$ cat src/rtl/pic_pkg.sv
// rtl/pic_pkg.sv - shared types and constants for the PIC interrupt control stage
package pic_pkg;

  localparam int NUM_IRQ = 8;
  localparam int IDX_W   = $clog2(NUM_IRQ);

  typedef enum logic [1:0] {
    IDLE,
    ACK1,
    ACK2W,
    DRIVE
  } pic_ctl_state_t;

  localparam logic EOI_NON_SPECIFIC = 1'b0;
  localparam logic EOI_SPECIFIC     = 1'b1;

endpackage

$ cat src/rtl/pic_priority_resolver.sv
// rtl/pic_priority_resolver.sv - lowest-index-first find over an NUM_IRQ-bit vector
module pic_priority_resolver
  import pic_pkg::*;
(
  input  logic [NUM_IRQ-1:0] req,
  output logic [IDX_W-1:0]   idx,
  output logic               found
);

  // Scan from the top so the lowest set bit is the last one written.
  always_comb begin
    idx   = '0;
    found = 1'b0;
    for (int i = NUM_IRQ - 1; i >= 0; i--) begin
      if (req[i]) begin
        idx   = IDX_W'(i);
        found = 1'b1;
      end
    end
  end

endmodule

$ cat src/rtl/pic_int_control.sv
// rtl/pic_int_control.sv - 8259 fully-nested priority, ISR and two-pulse INTA sequencing
// Optional PIC_AEOI_EN: automatic EOI of the acknowledged level when the vector cycle ends.
module pic_int_control
  import pic_pkg::*;
#(
  parameter int SYNC_STAGES = 2
) (
  input  logic               clk,
  input  logic               rst,
  input  logic [NUM_IRQ-1:0] irr,
  input  logic [NUM_IRQ-1:0] imr,
  input  logic [4:0]         icw2_vec,
  input  logic               inta_n,
  input  logic               eoi_valid,
  input  logic               eoi_specific,
  input  logic [IDX_W-1:0]   eoi_level,
  output logic               int_out,
  output logic               ack_valid,
  output logic [IDX_W-1:0]   ack_idx,
  output logic [NUM_IRQ-1:0] isr,
  output logic [7:0]         vector,
  output logic               vector_oe
);

  logic [SYNC_STAGES-1:0] inta_sync;
  logic                   inta_prev;
  logic                   inta_s;
  logic                   inta_f;
  logic                   inta_r;

  pic_ctl_state_t state, state_next;

  logic [NUM_IRQ-1:0] cand;
  logic [NUM_IRQ-1:0] isr_clr;
  logic [NUM_IRQ-1:0] isr_set;
  logic [IDX_W-1:0]   cand_idx;
  logic [IDX_W-1:0]   isr_idx;
  logic [IDX_W-1:0]   win_idx;
  logic               win_real;
  logic               cand_found;
  logic               isr_found;
  logic               qualify;
  logic               start_ack;

  // Synchroniser idles high so reset never looks like an acknowledge edge.
  always_ff @(posedge clk) begin
    if (rst) begin
      inta_sync <= '1;
      inta_prev <= 1'b1;
    end else begin
      inta_sync <= {inta_sync[SYNC_STAGES-2:0], inta_n};
      inta_prev <= inta_s;
    end
  end

  assign inta_s = inta_sync[SYNC_STAGES-1];
  assign inta_f = inta_prev & ~inta_s;
  assign inta_r = ~inta_prev & inta_s;

  assign cand = irr & ~imr;

  pic_priority_resolver u_cand_res (
    .req   (cand),
    .idx   (cand_idx),
    .found (cand_found)
  );

  pic_priority_resolver u_isr_res (
    .req   (isr),
    .idx   (isr_idx),
    .found (isr_found)
  );

  // A masked in-service level still blocks everything below it.
  assign qualify = cand_found && (!isr_found || (cand_idx < isr_idx));

  always_comb begin
    state_next = state;
    start_ack  = 1'b0;
    case (state)
      IDLE: begin
        if (inta_f && int_out) begin
          state_next = ACK1;
          start_ack  = 1'b1;
        end
      end
      ACK1:    if (inta_r) state_next = ACK2W;
      ACK2W:   if (inta_f) state_next = DRIVE;
      DRIVE:   if (inta_r) state_next = IDLE;
      default: state_next = IDLE;
    endcase
  end

  // Clear mask is applied before the set mask, so a set on the same bit wins.
  always_comb begin
    isr_clr = '0;
    isr_set = '0;
    if (eoi_valid) begin
      if (eoi_specific == EOI_SPECIFIC) begin
        isr_clr[eoi_level] = 1'b1;
      end else if (isr_found) begin
        isr_clr[isr_idx] = 1'b1;
      end
    end
`ifdef PIC_AEOI_EN
    if ((state == DRIVE) && inta_r && win_real) begin
      isr_clr[win_idx] = 1'b1;
    end
`endif
    if (start_ack && qualify) begin
      isr_set[cand_idx] = 1'b1;
    end
  end

  always_ff @(posedge clk) begin
    if (rst) begin
      state     <= IDLE;
      isr       <= '0;
      win_idx   <= '0;
      win_real  <= 1'b0;
      int_out   <= 1'b0;
      ack_valid <= 1'b0;
      ack_idx   <= '0;
      vector    <= '0;
      vector_oe <= 1'b0;
    end else begin
      state     <= state_next;
      isr       <= (isr & ~isr_clr) | isr_set;
      int_out   <= (state == IDLE) && !start_ack && qualify;
      ack_valid <= start_ack && qualify;
      if (start_ack) begin
        win_idx  <= qualify ? cand_idx : IDX_W'(NUM_IRQ - 1);
        win_real <= qualify;
      end
      if (start_ack && qualify) begin
        ack_idx <= cand_idx;
      end
      vector_oe <= (state == DRIVE);
      vector    <= (state == DRIVE) ? {icw2_vec, win_idx} : 8'h00;
    end
  end

endmodule
$ cat config.mk
export PLATFORM = sky130hd
export DESIGN_NAME = pic_int_control
export DESIGN_NICKNAME = d
export VERILOG_FILES = /design/src/rtl/pic_pkg.sv /design/src/rtl/pic_priority_resolver.sv /design/src/rtl/pic_int_control.sv
export SDC_FILE = /design/constraint.sdc
export NUM_CORES = 1
export LEC_CHECK = 0
export CORE_MARGIN = 2
export CORE_UTILIZATION = 49
export CTS_CLUSTER_DIAMETER = 100
export DETAILED_ROUTE_END_ITERATION = 8
export PLACE_DENSITY = 0.84
export SLEW_MARGIN = 15
export SYNTH_ARGS = -nofsm -noshare
export SYNTH_HDL_FRONTEND = slang
export SYNTH_SLANG_ARGS = --single-unit
$ cat constraint.sdc
create_clock -name clk -period 3.42 [get_ports clk]
set_input_delay 0.684 -clock clk [delete_from_list [all_inputs] [get_ports clk]]
set_output_delay 0.684 -clock clk [all_outputs]
set_load 0.02 [all_outputs]
Word level (Yosys, flattened, before mapping). Index checks and enable logic that the tools add are counted.

Register bits: 30. Input bits: 29. Output and inout bits: 22. Logic and storage cells: 98.

$lt $le $gt $ge: 7. Equal/unequal tests: 7. Multiplexer cells: 50. Bitwise logic cells: 10. Reductions and logical operators: 14.

Operators with widths (count): 2-to-1 mux 3 bit (17); 2-to-1 mux 8 bit (4); 2-to-1 mux 1 bit (21); bitwise AND 8 bit (2); NOT 8 bit (2); less-than comparator 3 x 4 -> 1 bit, second input constant (3); demux 1 bit (select 3 bit) (3); greater-or-equal comparator 3 x 1 -> 1 bit, second input constant (3); logical AND 1 bit (8); 2-to-1 mux 2 bit (4); inequality test 2 bit, second input constant (4); bitwise OR 8 bit (1); one-hot mux 2 bit (4 select lines) (1); equality test 2 bit, second input constant (2); AND reduction 4 bit (1); less-than comparator 3 bit (1); NOT 1 bit (3); bitwise AND 1 bit (2); equality test 2 x 1 -> 1 bit, second input constant (1); zero test 1 bit (2); zero test 2 bit (1); OR reduction 2 bit (1); logical OR 1 bit (1).

Depth between registers and ports, before layout.
Depth in word-level cells: 18. Mapped depth: 12. Gate-level depth less buffers: 12.

By module. From an unflattened synthesis, not the netlist that was laid out.

Cell total of the unflattened synthesis: 180. Area, all modules: 1606.5 µm².

By module, submodules not included: pic_int_control (instances 1, cells an instance 154, area each 1446.4 µm², seq. area each 600.6 µm²); pic_priority_resolver (instances 2, cells an instance 13, area each 80.1 µm², seq. area each 0.0 µm²).

Worst setup path after synthesis. Ideal clock, no wire load.

Path kind: input to register. Start: in irr[4]. End: reg ack_idx[1]. Library setup time: 72 ps. Data arrival time: 2410 ps. Required time: 3348 ps. Path slack: 938 ps. Stages: 12. Buffers on the path: 0. Cell sequence: nor2b_1 -> nor2_1 -> o21ai_0 -> nand2_1 -> nand2_1 -> inv_1 -> ha_1 -> o21a_1 -> o22ai_2 -> inv_2 -> a21oi_4 -> mux2i_1.

Word-level cells in the longest chain between the ends: 10. Elaborated cells on any way between the ends: 15. Those cells by class: order compare (1); mux (10); bitwise (1); reduce/logical (3).

RTL lines: start, declared (line pic_int_control.sv:10) `input logic [NUM_IRQ-1:0] irr,`; bitwise AND 8 bit * (line pic_int_control.sv:60) `assign cand = irr & ~imr;`; 2-to-1 mux 3 bit * (5 in series) (line pic_priority_resolver.sv:15) `if (req[i]) begin`; via cand_idx[1] (line pic_int_control.sv:36) `logic [IDX_W-1:0] cand_idx;`; less-than comparator 3 bit (line pic_int_control.sv:75) `assign qualify = cand_found && (!isr_found || (cand_idx < isr_idx));`; logical OR 1 bit (line pic_int_control.sv:75); logical AND 1 bit (line pic_int_control.sv:75); logical AND 1 bit (line pic_int_control.sv:135) `if (start_ack && qualify) begin`; end signal, assigned (line pic_int_control.sv:136) `ack_idx <= cand_idx;`; end, declared (line pic_int_control.sv:19) `output logic [IDX_W-1:0] ack_idx,`.

Mark *: on every way through the listed nets, which the timed path passes. The rest lies on a longest branch. A chain may end at the register's enable or synchronous reset.

Worst setup path after layout. Ends and elaborated chain as after synthesis.

==> key figures <==
GRT
  • GRT overflow: 0
  • Antenna violations before repair: 0
  • First-pass GRT wire length: 5.94 mm
  • Largest net degree at the start of global routing: 15
  • Total GRT Usage: 22.1%
  • Vias in the first global route: 1385

Die
  • Die H: 60.6 um
  • Die X: 60.6 um
  • CORE AREA: 0.00305 mm^2
  • Num ports: 51
  • Die Area: 0.00367 mm^2
  • Effective utilization at floorplan: 51.4%
  • Row cnt: 20

Critical path
  • Ordered cell list for the critical path: clkdlybuf4s50_1, nor2b_1, nor2_1, o21ai_0, nand2_1, nand2_1, inv_1, ha_1, o21a_1, o22ai_2, inv_2, a21oi_4, mux2i_1
  • Max incr delay on CP: 0.45 ns
  • FF-to-FF Start: isr[7]
  • Startpoint Class: primary input
  • CP dominant cell by count: nand2_1
  • Crit. End Element: flop
  • R2R Setup Slk: 1.38 ns
  • Setup crit start: irr[4]
  • CP max-delay cell: clkdlybuf4s50_1
  • R2r endpoint: ack_idx[1]
  • Register-to-Register Path Depth: 9
  • CP required: 3.68 ns
  • Crit path kind: in2reg
  • Family with the most delay on the worst path: compound AO/OA/AOI/OAI gates
  • Max FO, Critical Path: 5
  • Worst path bufs/invs: 3
  • Critical Path AT: 3.16 ns

CTS
  • Clock sinks: 30
  • H-tree depth: 2
  • Clock latency on the worst-skew pair: 0.32 ns
  • Worst-path clk slew: 0.10 ns
  • Clk root buf: clkbuf_4
  • Post-CTS setup buffers: 0
  • # hold bufs at CTS: 0
  • CTS tree: yes
  • CTS max path bufs: 2
  • CTS buffer count: 5
  • Post-CTS sizing: 0

Logic synthesis
  • Unique masters post-synth: 47
  • Yosys warns: 0
  • Mapped Cells: 184
  • EDFF count, synth: 0
  • Mapped cell area: 0.00157 mm^2
  • Main flop type after synthesis: dfxtp_1
  • Fraction of registers with async set/reset: 0%
  • Syn_nets: 219
  • Sequential area share after synthesis: 38.2%
  • Yosys reg bits: 30
  • Syn Area/Cell: 8.53 um^2

STA
  • Worst Max-Slew Pin Slew: 0.568 ns
  • Highest Clock Rate: 344 MHz
  • Slew margin rel.: 62.0%
  • Clk_skew: 0.00417 ns
  • RSZ-0062 raised after global routing: false
  • Final setup TNS: 0 ns
  • Final min period: 2.91 ns
  • Final Setup Violations: 0
  • Endpoints failing hold: 0
  • Final Slew Violations: 0
  • Share of the clock period used by the worst path: 85.0%

Hold path
  • HP Start: inta_sync[0]
  • Hold Path Class: reg2reg
  • Worst Hold Path EP: inta_sync[1]
  • Hold depth: 1

Detailed routing
  • Vias per cell: 5.33
  • Final ANT Viol Nets: 0
  • DRT iter0 DRCs: 71
  • Avg WL per Cell: 12.5 um
  • TritonRoute pass-1 iters: 4
  • DR vias: 1502
  • Final wirelength: 3.53 mm
  • DRC: 0

Placed design
  • Placed Cells incl. Taps: 274
  • DP Wirelength: 2.80 mm
  • GP Congestion: 0.945
  • Port bufs: 50

Final layout
  • Final Non-Filler Cells: 282
  • Commonest non-fill, non-tap cell in the layout: clkdlybuf4s50_1
  • Most frequent cells in the layout: 50 x clkdlybuf4s50_1, 30 x dfxtp_1, 19 x nand2_1, 18 x nor2_1, 12 x nor2b_1
  • Antenna diode count: 0
  • Final #Nets: 272
  • Share of post-route cells with drive strength above 1: 9.66%
  • Layout area overhead: 41.5%

Outcome
  • Status: finished clean

Flow run
  • Max-capacitance violation count: 0

Power and ir drop
  • Worst vdd ir: 277 uV
  • Pleak: 0.000890 uW
  • PwrDens: 421 mW/mm^2
==> where the power goes <==
group / leakage [uW] / total [uW] / internal [uW] / switching (uW)
Clock: 0.0000585 / 370 / 248 / 122
Combinational: 0.000588 / 189 / 90.4 / 98.8
Sequential: 0.000243 / 377 / 366 / 11.3
Total: 0.000890 / 936 / 704 / 232
==> per-layer routing <==
layer / track usage, % / up-vias / wire length, um / part of all wire [%]
li1: - / 758 / - / -
met5: 0 / - / 0 / 0
met2: 33.3 / 61 / 1660 / 47
met3: 7.46 / 4 / 222 / 6.3
met1: 28.8 / 679 / 1600 / 45
met4: 9.63 / 0 / 50 / 1.4
==> worst register-to-register path, stage by stage (launching register included) <==
cell	delay, ns
dfxtp_1	0.34
nor2_1	0.15
nor3_1	0.08
o31ai_1	0.20
ha_1	0.27
o21a_1	0.18
o22ai_2	0.25
inv_2	0.10
a21oi_4	0.21
mux2i_1	0.20
==> layout make-up <==
type | count | area (um^2)
clock inverters | 2 | 60.1
repair buffers | 50 | 500
clock buffers | 6 | 51.3
fillers | 240 | 831
flip-flops and latches | 30 | 601
inverters | 10 | 37.5
multi-input cells | 140 | 917
well taps | 44 | 55.1
==> synth_stat cells, drive strengths merged, types with 4 or more instances <==
master / instances / share of area [%]
nor2b: 12 / 4.8
a21oi: 7 / 2.9
inv: 10 / 2.4
and2: 10 / 4.0
ha: 6 / 4.8
nand3: 5 / 1.6
nand2: 19 / 4.5
and3: 4 / 1.6
o21ai: 11 / 3.7
nor2: 18 / 4.3
clkbuf: 4 / 0.96
a31oi: 4 / 1.6
or2: 4 / 1.6
nor3: 5 / 1.9
dfxtp: 30 / 38
==> flip-flops by register name (all words and copies together), names as in the netlist <==
name and cells:
isr 8, vector 8, ack_idx 3, win_idx 3, inta_sync 2, state 2, ack_valid 1, int_out 1
inta_prev 1, vector_oe 1
==> logic make-up after synthesis <==
kind of cell / after synthesis / share of synthesized area [%]
and+or+nand+nor: 87 / 29.2
AOI/OAI and AO/OA: 44 / 22.5
DFF: 30 / 38.2
buffers and inverters: 14 / 3.35
adders and majority gates: 6 / 4.78
muxes: 3 / 1.91
==> stage by stage <==
step                      setup slack, ns  utilization [%]  area, um^2  hold slack, ns  power [uW]
after global routing                0.308             72.8        2220           0.428         984
after floorplan                     0.938                -        1570           0.389         500
after CTS                           0.529             72.8        2220           0.424         943
after detailed placement            0.192             69.1        2110           0.396         573
after global placement              0.341             69.1        2110           0.393         569
final                               0.514             72.8        2220           0.420         936
==> worst max path at each step <==
stage | to | slack [ns] | depth (start not counted)
after floorplan | ack_idx[1] | 0.94 | 12
after global placement | ack_idx[1] | 0.34 | 13
after detailed placement | ack_idx[1] | 0.19 | 13
after CTS | ack_idx[1] | 0.53 | 13
after global routing | ack_idx[0] | 0.31 | 13
final | ack_idx[1] | 0.51 | 13
Note: power is estimated with default switching activity, not from simulation.
